<file path="src/rtl/mc_pkg.sv">
`default_nettype none
// ============================================================================
// Module   : mc_pkg
// Brief    : Opcode/funct constants, FSM state codes and datapath select codes
//            shared by the multi-cycle control unit.
// Revision : 1.0  initial release
// ============================================================================
package mc_pkg;

    localparam logic [5:0] c_op_rtype = 6'b000000;
    localparam logic [5:0] c_op_ori   = 6'b001101;
    localparam logic [5:0] c_op_lw    = 6'b100011;
    localparam logic [5:0] c_op_sw    = 6'b101011;
    localparam logic [5:0] c_op_beq   = 6'b000100;
    localparam logic [5:0] c_op_lui   = 6'b001111;
    localparam logic [5:0] c_op_jal   = 6'b000011;

    localparam logic [5:0] c_fn_addu  = 6'b100001;
    localparam logic [5:0] c_fn_subu  = 6'b100011;
    localparam logic [5:0] c_fn_jr    = 6'b001000;

    localparam logic [2:0] c_s_fetch  = 3'd0;
    localparam logic [2:0] c_s_decode = 3'd1;
    localparam logic [2:0] c_s_exec   = 3'd2;
    localparam logic [2:0] c_s_mem    = 3'd3;
    localparam logic [2:0] c_s_wb     = 3'd4;

    // Bit positions of the one-hot instruction class vector
    localparam int c_cls_addu = 0;
    localparam int c_cls_subu = 1;
    localparam int c_cls_ori  = 2;
    localparam int c_cls_lui  = 3;
    localparam int c_cls_lw   = 4;
    localparam int c_cls_sw   = 5;
    localparam int c_cls_beq  = 6;
    localparam int c_cls_jal  = 7;
    localparam int c_cls_jr   = 8;
    localparam int c_cls_nop  = 9;
    localparam int c_cls_w    = 10;

    localparam logic [1:0] c_alu_add   = 2'b00;
    localparam logic [1:0] c_alu_sub   = 2'b01;
    localparam logic [1:0] c_alu_or    = 2'b10;
    localparam logic [1:0] c_alu_passb = 2'b11;

    localparam logic [1:0] c_ext_zero  = 2'b00;
    localparam logic [1:0] c_ext_sign  = 2'b01;
    localparam logic [1:0] c_ext_lui   = 2'b10;

    localparam logic [1:0] c_rd_rt     = 2'b00;
    localparam logic [1:0] c_rd_rd     = 2'b01;
    localparam logic [1:0] c_rd_ra     = 2'b10;

    localparam logic [1:0] c_pc_seq    = 2'b00;
    localparam logic [1:0] c_pc_br     = 2'b01;
    localparam logic [1:0] c_pc_jal    = 2'b10;
    localparam logic [1:0] c_pc_jr     = 2'b11;

    localparam logic [3:0] c_m2r_alu   = 4'd0;
    localparam logic [3:0] c_m2r_dm    = 4'd1;
    localparam logic [3:0] c_m2r_ext   = 4'd2;
    localparam logic [3:0] c_m2r_pc4   = 4'd3;

    typedef logic [c_cls_w-1:0] cls_t;

    typedef struct packed {
        logic       alusrc;
        logic [1:0] aluctrl;
        logic [1:0] extop;
    } alusel_t;

    // ALU operand/operation selects for the classes that use the ALU after DECODE
    function automatic alusel_t alu_sel(input cls_t cls);
        alusel_t r;
        r = '{alusrc: 1'b0, aluctrl: c_alu_add, extop: c_ext_zero};
        if (cls[c_cls_subu]) begin
            r.aluctrl = c_alu_sub;
        end else if (cls[c_cls_ori]) begin
            r.alusrc  = 1'b1;
            r.aluctrl = c_alu_or;
        end else if (cls[c_cls_lui]) begin
            r.alusrc  = 1'b1;
            r.aluctrl = c_alu_passb;
            r.extop   = c_ext_lui;
        end else if (cls[c_cls_lw] || cls[c_cls_sw]) begin
            r.alusrc  = 1'b1;
            r.extop   = c_ext_sign;
        end
        return r;
    endfunction

endpackage
`default_nettype wire

</file>
<file path="src/rtl/mc_decode.sv">
`default_nettype none
// ============================================================================
// Module   : mc_decode
// Brief    : Combinational instruction decoder: one-hot class plus illegal.
// Revision : 1.0  initial release
// ============================================================================
module mc_decode
    import mc_pkg::*;
(
    input  logic [31:0] i_instr,
    output cls_t        o_cls,
    output logic        o_illegal
);

    logic [5:0] w_opcode;
    logic [5:0] w_funct;

    assign w_opcode = i_instr[31:26];
    assign w_funct  = i_instr[5:0];

    // Only the all-zero word is a nop; any other funct-0 R-type is undecoded
    always_comb begin
        o_cls     = '0;
        o_illegal = 1'b0;
        if (i_instr == 32'd0) begin
            o_cls[c_cls_nop] = 1'b1;
        end else begin
            case (w_opcode)
                c_op_rtype: begin
                    case (w_funct)
                        c_fn_addu: o_cls[c_cls_addu] = 1'b1;
                        c_fn_subu: o_cls[c_cls_subu] = 1'b1;
                        c_fn_jr:   o_cls[c_cls_jr]   = 1'b1;
                        default:   o_illegal         = 1'b1;
                    endcase
                end
                c_op_ori: o_cls[c_cls_ori] = 1'b1;
                c_op_lui: o_cls[c_cls_lui] = 1'b1;
                c_op_lw:  o_cls[c_cls_lw]  = 1'b1;
                c_op_sw:  o_cls[c_cls_sw]  = 1'b1;
                c_op_beq: o_cls[c_cls_beq] = 1'b1;
                c_op_jal: o_cls[c_cls_jal] = 1'b1;
                default:  o_illegal        = 1'b1;
            endcase
        end
    end

endmodule
`default_nettype wire

</file>
<file path="src/rtl/mc_ctrl.sv">
`default_nettype none
// ============================================================================
// Module   : mc_ctrl
// Brief    : Multi-cycle control unit (FETCH/DECODE/EXEC/MEM/WB) with a
//            mem_req/mem_ack handshake and bounded memory wait.
//            Optional MC_CTRL_PERF_EN adds cycle/retire counters.
// Revision : 1.0  initial release
// ============================================================================
module mc_ctrl
    import mc_pkg::*;
#(
    parameter int MAX_WAIT = 15
) (
    input  logic        clk,
    input  logic        reset,
    input  logic [31:0] instr,
    input  logic        mem_ack,
    output logic        irwrite,
    output logic        cpc,
    output logic        isbeq,
    output logic [1:0]  cpcop,
    output logic        regwrite,
    output logic        memwrite,
    output logic        mem_req,
    output logic        alusrc,
    output logic [1:0]  aluctrl,
    output logic [1:0]  extop,
    output logic [1:0]  regdst,
    output logic [3:0]  memtoreg,
    output logic [2:0]  state,
    output logic        illegal,
    output logic        timeout
`ifdef MC_CTRL_PERF_EN
    ,
    output logic [31:0] cyc_cnt,
    output logic [31:0] ret_cnt
`endif
);

    localparam logic [3:0] c_wait_max  = 4'(MAX_WAIT);
    localparam logic [3:0] c_wait_last = 4'(MAX_WAIT - 1);

    logic [2:0] r_state;
    logic [2:0] w_state_next;
    logic [3:0] r_wait;
    logic       r_illegal;
    logic       r_timeout;
    cls_t       w_cls;
    logic       w_illegal;
    alusel_t    w_alu;
    logic       w_expire;
    logic       w_dec_done;

    mc_decode u_decode (
        .i_instr   (instr),
        .o_cls     (w_cls),
        .o_illegal (w_illegal)
    );

    assign w_alu      = alu_sel(w_cls);
    assign w_expire   = (r_wait == c_wait_last);
    assign w_dec_done = w_cls[c_cls_beq] | w_cls[c_cls_jal] | w_cls[c_cls_jr]
                      | w_cls[c_cls_nop] | w_illegal;

    assign state   = r_state;
    assign illegal = r_illegal;
    assign timeout = r_timeout;

    always_ff @(posedge clk or negedge reset) begin
        if (!reset) begin
            r_state <= c_s_fetch;
        end else begin
            r_state <= w_state_next;
        end
    end

    always_comb begin
        w_state_next = r_state;
        case (r_state)
            c_s_fetch:  w_state_next = c_s_decode;
            c_s_decode: w_state_next = w_dec_done ? c_s_fetch : c_s_exec;
            c_s_exec:   w_state_next = (w_cls[c_cls_lw] | w_cls[c_cls_sw]) ? c_s_mem : c_s_wb;
            c_s_mem: begin
                // An ack arriving on the expiry cycle still completes the access
                if (mem_ack) begin
                    w_state_next = w_cls[c_cls_lw] ? c_s_wb : c_s_fetch;
                end else if (w_expire) begin
                    w_state_next = c_s_fetch;
                end
            end
            c_s_wb:     w_state_next = c_s_fetch;
            default:    w_state_next = c_s_fetch;
        endcase
    end

    // Outputs are forced low while reset is held, independent of the clock
    always_comb begin
        irwrite  = 1'b0;
        cpc      = 1'b0;
        isbeq    = 1'b0;
        cpcop    = c_pc_seq;
        regwrite = 1'b0;
        memwrite = 1'b0;
        mem_req  = 1'b0;
        alusrc   = 1'b0;
        aluctrl  = c_alu_add;
        extop    = c_ext_zero;
        regdst   = c_rd_rt;
        memtoreg = c_m2r_alu;
        if (reset) begin
            case (r_state)
                c_s_fetch: begin
                    irwrite = 1'b1;
                    cpc     = 1'b1;
                    cpcop   = c_pc_seq;
                end
                c_s_decode: begin
                    if (w_cls[c_cls_jal]) begin
                        cpc      = 1'b1;
                        cpcop    = c_pc_jal;
                        regwrite = 1'b1;
                        regdst   = c_rd_ra;
                        memtoreg = c_m2r_pc4;
                    end else if (w_cls[c_cls_jr]) begin
                        cpc   = 1'b1;
                        cpcop = c_pc_jr;
                    end else if (w_cls[c_cls_beq]) begin
                        cpc     = 1'b1;
                        isbeq   = 1'b1;
                        cpcop   = c_pc_br;
                        aluctrl = c_alu_sub;
                    end
                end
                c_s_exec: begin
                    {alusrc, aluctrl, extop} = w_alu;
                end
                c_s_mem: begin
                    {alusrc, aluctrl, extop} = w_alu;
                    mem_req  = 1'b1;
                    memwrite = mem_ack & w_cls[c_cls_sw];
                end
                c_s_wb: begin
                    {alusrc, aluctrl, extop} = w_alu;
                    regwrite = 1'b1;
                    if (w_cls[c_cls_addu] | w_cls[c_cls_subu]) begin
                        regdst = c_rd_rd;
                    end
                    if (w_cls[c_cls_lui]) begin
                        memtoreg = c_m2r_ext;
                    end else if (w_cls[c_cls_lw]) begin
                        memtoreg = c_m2r_dm;
                    end
                end
                default: ;
            endcase
        end
    end

    always_ff @(posedge clk or negedge reset) begin
        if (!reset) begin
            r_wait <= 4'd0;
        end else if (r_state != c_s_mem) begin
            if (w_state_next == c_s_mem) begin
                r_wait <= 4'd0;
            end
        end else if (r_wait != c_wait_max) begin
            r_wait <= r_wait + 4'd1;
        end
    end

    always_ff @(posedge clk or negedge reset) begin
        if (!reset) begin
            r_illegal <= 1'b0;
            r_timeout <= 1'b0;
        end else begin
            r_illegal <= r_illegal | ((r_state == c_s_decode) & w_illegal);
            r_timeout <= r_timeout | ((r_state == c_s_mem) & ~mem_ack & w_expire);
        end
    end

`ifdef MC_CTRL_PERF_EN
    logic [31:0] r_cyc_cnt;
    logic [31:0] r_ret_cnt;

    assign cyc_cnt = r_cyc_cnt;
    assign ret_cnt = r_ret_cnt;

    always_ff @(posedge clk or negedge reset) begin
        if (!reset) begin
            r_cyc_cnt <= 32'd0;
            r_ret_cnt <= 32'd0;
        end else begin
            r_cyc_cnt <= r_cyc_cnt + 32'd1;
            if ((r_state != c_s_fetch) && (w_state_next == c_s_fetch)) begin
                r_ret_cnt <= r_ret_cnt + 32'd1;
            end
        end
    end
`endif

endmodule
`default_nettype wire

</file>
<file path="config.mk">
export PLATFORM = sky130hd
export DESIGN_NAME = mc_ctrl
export DESIGN_NICKNAME = d
export VERILOG_FILES = /design/src/rtl/mc_pkg.sv /design/src/rtl/mc_decode.sv /design/src/rtl/mc_ctrl.sv
export SDC_FILE = /design/constraint.sdc
export NUM_CORES = 1
export LEC_CHECK = 0
export ABC_AREA = 1
export BUFFER_PORTS_ARGS = -buffer_cell sky130_fd_sc_hd__clkbuf_2
export CAP_MARGIN = 40
export CORE_MARGIN = 2
export CORE_UTILIZATION = 35
export CTS_CLUSTER_DIAMETER = 80
export DETAILED_ROUTE_END_ITERATION = 8
export PLACE_DENSITY = 0.73
export RECOVER_POWER = 50
export SLEW_MARGIN = 25
export SYNTH_ARGS = -nofsm -noshare
export SYNTH_HDL_FRONTEND = slang
export SYNTH_SLANG_ARGS = --single-unit
</file>
<file path="constraint.sdc">
create_clock -name clk -period 2.5 [get_ports clk]
set_input_delay 0.125 -clock clk [delete_from_list [all_inputs] [get_ports clk]]
set_output_delay 0.125 -clock clk [all_outputs]
set_load 0.02 [all_outputs]
</file>
==> flow_metrics.tcl, run 1 <==
set metrics [dict create \
    clock-sinks 9 \
    fin_crit_sh 0.744 \
    wire_per_inst_um 9.98 \
    end_kind "output port" \
    synth_top_cell_area_share 0.236 \
    area_growth_pct 33.9 \
    grt_max_degree 13 \
    critPathSlowestCell "dlygate4sd3_1" \
    clk_pin_slew_worst_paths_ns 0.06 \
    h-tree-depth 1 \
    fmax_mhz 538 \
    place_congestion 0.768 \
    status "completed" \
    vias 1121 \
    port_buffers 56 \
    rr_startpoint "state[2]$_DFF_PN0_" \
    root_buffer "clkbuf_4" \
    pin_count 59 \
    cts_tree "yes" \
    arrival_ns 1.73 \
    period_needed_ns 1.86 \
    via_per_inst 4.67 \
    multiInputGateArea_um2 621 \
    fill_cells 280 \
    antenna_found_initial 0 \
    syn_area_um2 956 \
    antenna_cells_inserted 0 \
    synthTopCellsByArea "dfrtp_1 (24%), nor2_1 (12%), nand2_1 (9.0%)" \
    die_w_um 56.3 \
    clock_path_buffers 2 \
    cts_resized 0 \
    path_common_cell "clkbuf_2" \
    synth_seq_area_share 0.236 \
    fin_nets 248 \
    skew_ns 0.000722 \
    grt_pass1_vias 1003 \
    grt_overflow 0 \
    final_hold_viol_count 0 \
    min_from "mem_ack" \
    setup_viol 0 \
    crit_required_ns 2.38 \
    ys_types 26 \
    crit_family "buffers and inverters" \
    regArea_um2 225 \
    start_kind "input port" \
    die_y_um 56.3 \
    synth.largest_area_cell "dfrtp_1" \
    fp-row-count 18 \
    grtUsageTotal 0.163 \
    syn_area_per_cell_um2 6.37 \
    drv_cap 0 \
    peakVddDrop_mv 0.560 \
    clk_latency_ns 0.26 \
    yosys_warnings 0 \
    die-area_um2 3170 \
    drt_wl_total_um 2390 \
    rsz0062_at_grt "false" \
    worstPathCellList "dlygate4sd3_1, clkbuf_2, nand3_1, o31ai_1, clkbuf_2" \
    ys_seq_elements 9 \
    syn_inst 150 \
    worst_path_largest_cell_delay_ns 0.52 \
    critPathMaxFanout 12 \
    fin_tns_setup_ns 0 \
    p_leak_nw 0.707 \
    initial_core_util 0.379 \
    grt_first_pass_wirelength_um 4240 \
    drt_iter0_drc 23 \
    drv_slew 0 \
    drc 0 \
    rrSetupSlack_ns 1.21 \
    dp_hpwl_um 2080 \
    drive_above_1_share 0.362 \
    worst-setup-path-type "in2out" \
    detail-route-antenna-nets 0 \
    firstDrtPassIters 4 \
    powerDensity_nw_per_um2 518 \
    worstSetupStartpoint "reset" \
    critPathBufInv 3 \
    core_area_um2 2520 \
    cts_buffers 3 \
    hp-class "in2reg" \
    power.total_uw 663 \
]
[cells in the final DEF (no fill, tap or decap), types with 2 or more instances in the layout]
master and count:
clkbuf_2 51, nor2_1 31, nand2_1 23, inv_1 21, nand3_1 14, dfrtp_1 9, nor2_2 6, nand4_1 6
clkbuf_1 6, nand2_2 5, nand3_2 5, o21ai_1 5, a21oi_1 4, clkbuf_4 3, inv_2 2, nor2_4 2
o31ai_1 2, ha_1 2, conb_1 2
[synthesized netlist by cell type (all sizes together)]
cell    number
nand2       28
nand3       19
ha           2
nor4         1
buf          2
o21bai       1
o21ai        7
a32oi        1
xor2         1
inv         23
and2         1
nand4        6
nor3         1
o31ai        2
a21oi        4
nor2        39
conb         1
a31oi        1
xnor2        1
dfrtp        9
[cell type report]
type                    count  share of cell area
repair buffers             57               0.222
clock buffers               4              0.0205
inverters                  23              0.0674
flip-flops and latches      9               0.176
multi-input cells         117               0.485
well taps                  30              0.0293
[state kept, by name (all words and copies together), names as in the netlist]
register	count
r_wait	4
state	3
illegal	1
timeout	1
[metal layers]
| metal | GRT usage | part of all wire |
|---|---|---|
| met2 | 0.247 | 0.46 |
| met5 | 0 | 0 |
| met1 | 0.234 | 0.47 |
| met4 | 0.0306 | 0.0075 |
| met3 | 0.0438 | 0.061 |
[cells by family after synthesis]
kind of cell / share of synthesized area
flip-flops: 0.236
adder cells (fa/ha/maj): 0.0262
AO/OA/AOI/OAI: 0.101
other: 0.00392
buffers and inverters: 0.106
XOR/XNOR: 0.0183
AND/OR/NAND/NOR: 0.509
[repair_timing]
action	CTS	global route
hold buffers	1	0
setup buffers	0	0
endpoints found under the hold margin	9	0
[stage by stage]
step	hold WS, ns	instances	setup slack (ns)	instance area [µm²]	util
after CTS	0.136	240	0.620	1300	0.515
after detailed placement	0.0202	235	1.06	1260	0.500
after global placement	0.0264	235	1.05	1260	0.500
after global routing	0.160	240	0.413	1280	0.507
after floorplan	-0.171	151	0.850	960	-
final	0.147	240	0.640	1280	0.507
[where the power goes]
group          internal (mW)  total, mW  switching [mW]
sequential             0.188      0.238          0.0497
combinational          0.122      0.311           0.189
clock                 0.0616      0.113          0.0517
total                  0.372      0.663           0.291
[tightest hold or removal path: cells and delay by family]
kind	cells	cell delay, ns
AOI/OAI and AO/OA	1	0.08
buffers and inverters	2	0.17
[path summary, 6_finish.rpt]
path,end,depth (start not counted)
worst max-delay path,memtoreg[0],5
worst min-delay path,state[2]$_DFF_PN0_,3
worst max register to register,r_wait[1]$_DFFE_PN0P_,6
worst min register to register,illegal$_DFF_PN0_,2
max in group asynchronous,state[0]$_DFF_PN0_,2
min in group asynchronous,r_wait[1]$_DFFE_PN0P_,2
Power figures use the tool's default switching activity.
==> inputs of run 2 (changes only) <==
Clock period 2.5 ns to 1.8 ns, I/O delays scaled along.
==> run 2 against run 1 <==
Compared with the run above:
- non-clock buffer count unchanged
- critical endpoint is now regdst[0]
- final cell count unchanged
- die area unchanged
- clock power up 39%
- count of clock-buffer cells in the layout unchanged
- critical path depth down 1
- largest power group unchanged
- flip-flop and latch count unchanged
- global-route usage up 0.21 points
- worst setup slack worse by 0.51 ns
- core utilization up 0.50 points
- register-to-register slack worse by 0.68 ns
==> flow_metrics.tcl, run 2 (synthesis gave the netlist of run 1 again) <==
set metrics [dict create \
    grt_overflow 0 \
    p_leak_nw 0.708 \
    clock_path_buffers 2 \
    fin_nets 248 \
    r2r.worst_path.cells 6 \
    grt_first_pass_wirelength_um 4350 \
    start_kind "flop" \
    status "completed" \
    rrSetupSlack_ns 0.53 \
    port_buffers 56 \
    final_common_cell "clkbuf_2" \
    wire_per_inst_um 10.2 \
    drt_iter0_drc 45 \
    hp-class "in2reg" \
    path_depth 4 \
    skew_ns 0.00240 \
    critPathSlowestCell "dfrtp_1" \
    drv_slew 0 \
    fp-row-count 18 \
    drc 0 \
    power.total_uw 940 \
    antenna_found_initial 0 \
    worst-setup-path-type "reg2out" \
    cts_buffers 3 \
    h-tree-depth 1 \
    drive_above_1_share 0.376 \
    clk_latency_ns 0.26 \
    pre_cts_ws_ns 0.354 \
    die_w_um 56.3 \
    place_congestion 0.767 \
    pin_count 59 \
    die_y_um 56.3 \
    worst_path_largest_cell_delay_ns 0.44 \
    rsz0062_at_grt "false" \
    grt_max_degree 10 \
    min_delay_path_depth 3 \
    period_needed_ns 1.66 \
    crit_family "simple AND/OR/NAND/NOR gates" \
    crit_required_ns 1.71 \
    arrival_ns 1.57 \
    fmax_mhz 601 \
    antenna_cells_inserted 0 \
    vias 1131 \
    die-area_um2 3170 \
    dp_hpwl_um 2090 \
    firstDrtPassIters 4 \
    fin_crit_sh 0.925 \
    clk_pin_slew_worst_paths_ns 0.06 \
    largest_register_ffs 4 \
    grt_pass1_vias 1044 \
    peakVddDrop_mv 0.730 \
    mostFrequentLayoutCells "clkbuf_2 (51), nor2_1 (30), nand2_1 (23), inv_1 (20), nand3_1 (13)" \
    clock-sinks 9 \
    drt_wl_total_um 2450 \
    cts_tree "yes" \
    fin_tns_setup_ns 0 \
    core_area_um2 2520 \
    critPathBufInv 1 \
    grtUsageTotal 0.165 \
    powerDensity_nw_per_um2 727 \
    regMostFlops "r_wait" \
    end_kind "output port" \
    hold_ws_ns 0.116 \
    fin_ws_ns 0.135 \
    via_per_inst 4.71 \
    detail-route-antenna-nets 0 \
    setup_viol 0 \
    initial_core_util 0.379 \
    critPathMaxFanout 5 \
    drv_cap 0 \
    worstPathCellList "nor2_1, nand3_2, nor4_1, clkbuf_2" \
    area_growth_pct 35.2 \
    root_buffer "clkbuf_4" \
    final_hold_viol_count 0 \
]
run 2: cell count changes in the layout (fill, tap and decap cells not counted):
cell | previous run | this run
nand3_1 | 14 | 13
inv_2 | 2 | 3
inv_1 | 21 | 20
o21ai_0 | 1 | 0
nor2_4 | 2 | 3
nor2_1 | 31 | 30
o21ai_1 | 5 | 6
nand3_2 | 5 | 6
run 2: final cells by class:
cell class              count  area (µm²)
fillers                   282        1230
multi-input cells         117         633
repair buffers             57         284
flip-flops and latches      9         225
inverters                  23        86.3
well taps                  30        37.5
clock buffers               4        26.3
run 2: stage by stage:
| step | instances | cell area, µm² | util |
|---|---|---|---|
| after floorplan | 151 | 960 | - |
| after global placement | 235 | 1260 | 0.500 |
| after detailed placement | 235 | 1260 | 0.500 |
| after CTS | 240 | 1300 | 0.515 |
| after global routing | 240 | 1290 | 0.512 |
| final | 240 | 1290 | 0.512 |
run 2: worst min-delay path: stages:
cell      delay (ns)
clkbuf_2        0.09
inv_1           0.08
o31ai_1         0.08
run 2: power by group:
group / switching (mW) / internal, mW
sequential: 0.0723 / 0.262
combinational: 0.271 / 0.178
clock: 0.0719 / 0.0855
run 2: repair_timing:
action / 4_1_cts / 5_1_grt
endpoints found under the hold margin: 9 / 0
endpoints found under the setup margin: 0 / 3
gates resized for setup: 0 / 1
buffers inserted: 0 / 0
hold buffers: 1 / 0
run 2: worst paths after layout:
kind                               startpoint                    end
setup / recovery           state[1]$_DFF_PN0_              regdst[0]
hold / removal                        mem_ack     state[2]$_DFF_PN0_
setup reg to reg           state[2]$_DFF_PN0_  r_wait[2]$_DFFE_PN0P_
hold reg to reg             illegal$_DFF_PN0_      illegal$_DFF_PN0_
max in group asynchronous               reset     state[0]$_DFF_PN0_
min in group asynchronous               reset  r_wait[1]$_DFFE_PN0P_
run 2: layer usage:
metal / wire (µm) / global-route usage / vias up
li1: - / - / 609
met5: 0 / 0 / -
met1: 1160 / 0.238 / 489
met4: 0 / 0 / 0
met2: 1130 / 0.267 / 33
met3: 159 / 0.0415 / 0
==> inputs of run 3 (changes only) <==
Settings changed: REMOVE_ABC_BUFFERS set to 1.
==> run 3 against run 2 <==
Compared with the run above:
- worst setup slack improved by 0.044 ns
- sequential share of layout area fell by 0.17 points
- global-route usage rose by 1.2 points
- core utilization rose by 0.50 points
- final cell count rose by 0.42%
- cell area rose by 0.97%
- combinational power barely moved
- fmax rose by 2.7%
==> flow_metrics.tcl, run 3 (synthesis gave the netlist of run 1 again) <==
set metrics [dict create \
    wire_per_inst_um 10.6 \
    via_per_inst 4.63 \
    hp-class "in2reg" \
    p_leak_nw 0.710 \
    die_w_um 56.3 \
    drt_iter0_drc 42 \
    cts_buffers 3 \
    fin_crit_sh 0.900 \
    mostFrequentLayoutCells "clkbuf_2 (51), nor2_1 (29), nand2_1 (23), inv_1 (20), nand3_1 (13)" \
    powerDensity_nw_per_um2 728 \
    clk_latency_ns 0.27 \
    firstDrtPassIters 4 \
    rsz0062_at_grt "false" \
    skew_ns 0.00501 \
    netSwitchingFraction 0.444 \
    cts_tree "yes" \
    drt_wl_total_um 2560 \
    drv_slew 0 \
    fmax_mhz 617 \
    root_buffer "clkbuf_4" \
    p_sw_uw 422 \
    end_kind "output port" \
    place_congestion 0.798 \
    area_growth_pct 36.5 \
    clock-sinks 9 \
    fp-row-count 18 \
    status "completed" \
    clock_power_share 0.167 \
    drv_cap 0 \
    r2r.worst_path.cells 5 \
    detail-route-antenna-nets 0 \
    grt_pass1_vias 1085 \
    grt_first_pass_wirelength_um 4490 \
    combPwrFrac 0.476 \
    antenna_cells_inserted 0 \
    grtUsageTotal 0.177 \
    fin_tns_setup_ns 0 \
    antenna_found_initial 0 \
    core_area_um2 2520 \
    min_delay_path_depth 4 \
    drc 0 \
    clk_pin_slew_worst_paths_ns 0.06 \
    initial_core_util 0.379 \
    clock_path_buffers 2 \
    regMostFlops "r_wait" \
    fin_nets 249 \
    final_common_cell "clkbuf_2" \
    largest_register_ffs 4 \
    arrival_ns 1.53 \
    p_int_uw 528 \
    grt_max_degree 8 \
    dp_hpwl_um 2200 \
    period_needed_ns 1.62 \
    final_hold_viol_count 0 \
    die_y_um 56.3 \
    crit_required_ns 1.71 \
    drive_above_1_share 0.384 \
    grt_overflow 0 \
    worst-setup-path-type "reg2out" \
    die-area_um2 3170 \
    port_buffers 56 \
    setup_viol 0 \
    pin_count 59 \
    start_kind "flop" \
    vias 1116 \
    h-tree-depth 1 \
    critPathMaxFanout 6 \
    seqPwrFrac 0.357 \
    peakVddDrop_mv 0.764 \
    power.total_uw 949 \
]
-- run 3: cell count changes in the layout (fill, tap and decap cells not counted), sizes merged --
cell and delta:
clkbuf +1
-- run 3: area by class of cell --
| type | instances | area, µm² |
|---|---|---|
| well taps | 30 | 37.5 |
| multi-input cells | 117 | 642 |
| clock buffers | 4 | 26.3 |
| flip-flops and latches | 9 | 225 |
| fillers | 261 | 1220 |
| repair buffers | 58 | 288 |
| inverters | 23 | 86.3 |
-- run 3: timing repair --
item | in CTS | in global routing
hold buffers | 1 | 0
buffers inserted | 0 | 0
endpoints found under the hold margin | 9 | 0
setup endpoints to repair | 0 | 7
resized for setup | 0 | 3
-- run 3: final timing paths --
check | start | to | slack (ns)
min in group asynchronous | reset | r_wait[0]$_DFFE_PN0P_ | 0.18
hold / removal | mem_ack | timeout$_DFF_PN0_ | 0.13
max in group asynchronous | reset | state[2]$_DFF_PN0_ | 1.04
hold reg to reg | illegal$_DFF_PN0_ | illegal$_DFF_PN0_ | 0.47
setup / recovery | state[2]$_DFF_PN0_ | cpc | 0.18
setup reg to reg | state[1]$_DFF_PN0_ | r_wait[1]$_DFFE_PN0P_ | 0.53
-- run 3: critical path, stage by stage (launching register included) --
cell and delay (ns):
dfrtp_1 0.41, inv_2 0.09, nand2_1 0.08, nor2_4 0.11, nand2_2 0.10, nor2_2 0.14
nor2_1 0.05, o21ai_1 0.08, clkbuf_2 0.19
-- run 3: metal layers --
metal  GRT usage  share of wire
met1       0.227           0.48
met2       0.291           0.44
met3      0.0507          0.066
met4      0.0476          0.013
met5           0              0
-- run 3: power groups by stage --
stage               clock network [mW]  logic [mW]  registers [mW]
finish                           0.159       0.451           0.339
global route                     0.183       0.525           0.346
CTS                              0.168       0.458           0.337
detailed placement                   0       0.457           0.339
global placement                     0       0.450           0.335
floorplan                            0       0.297           0.351
-- run 3: through the flow --
| step | std cells | util | worst slack [ns] | area [µm²] | hold slack [ns] |
|---|---|---|---|---|---|
| after floorplan | 149 | - | 0.185 | 945 | -0.206 |
| after global placement | 236 | 0.503 | 0.380 | 1270 | -0.0826 |
| after detailed placement | 236 | 0.503 | 0.373 | 1270 | -0.0825 |
| after CTS | 241 | 0.518 | 0.0713 | 1310 | 0.124 |
| after global routing | 241 | 0.517 | 0.0248 | 1310 | 0.133 |
| final | 241 | 0.517 | 0.179 | 1310 | 0.134 |
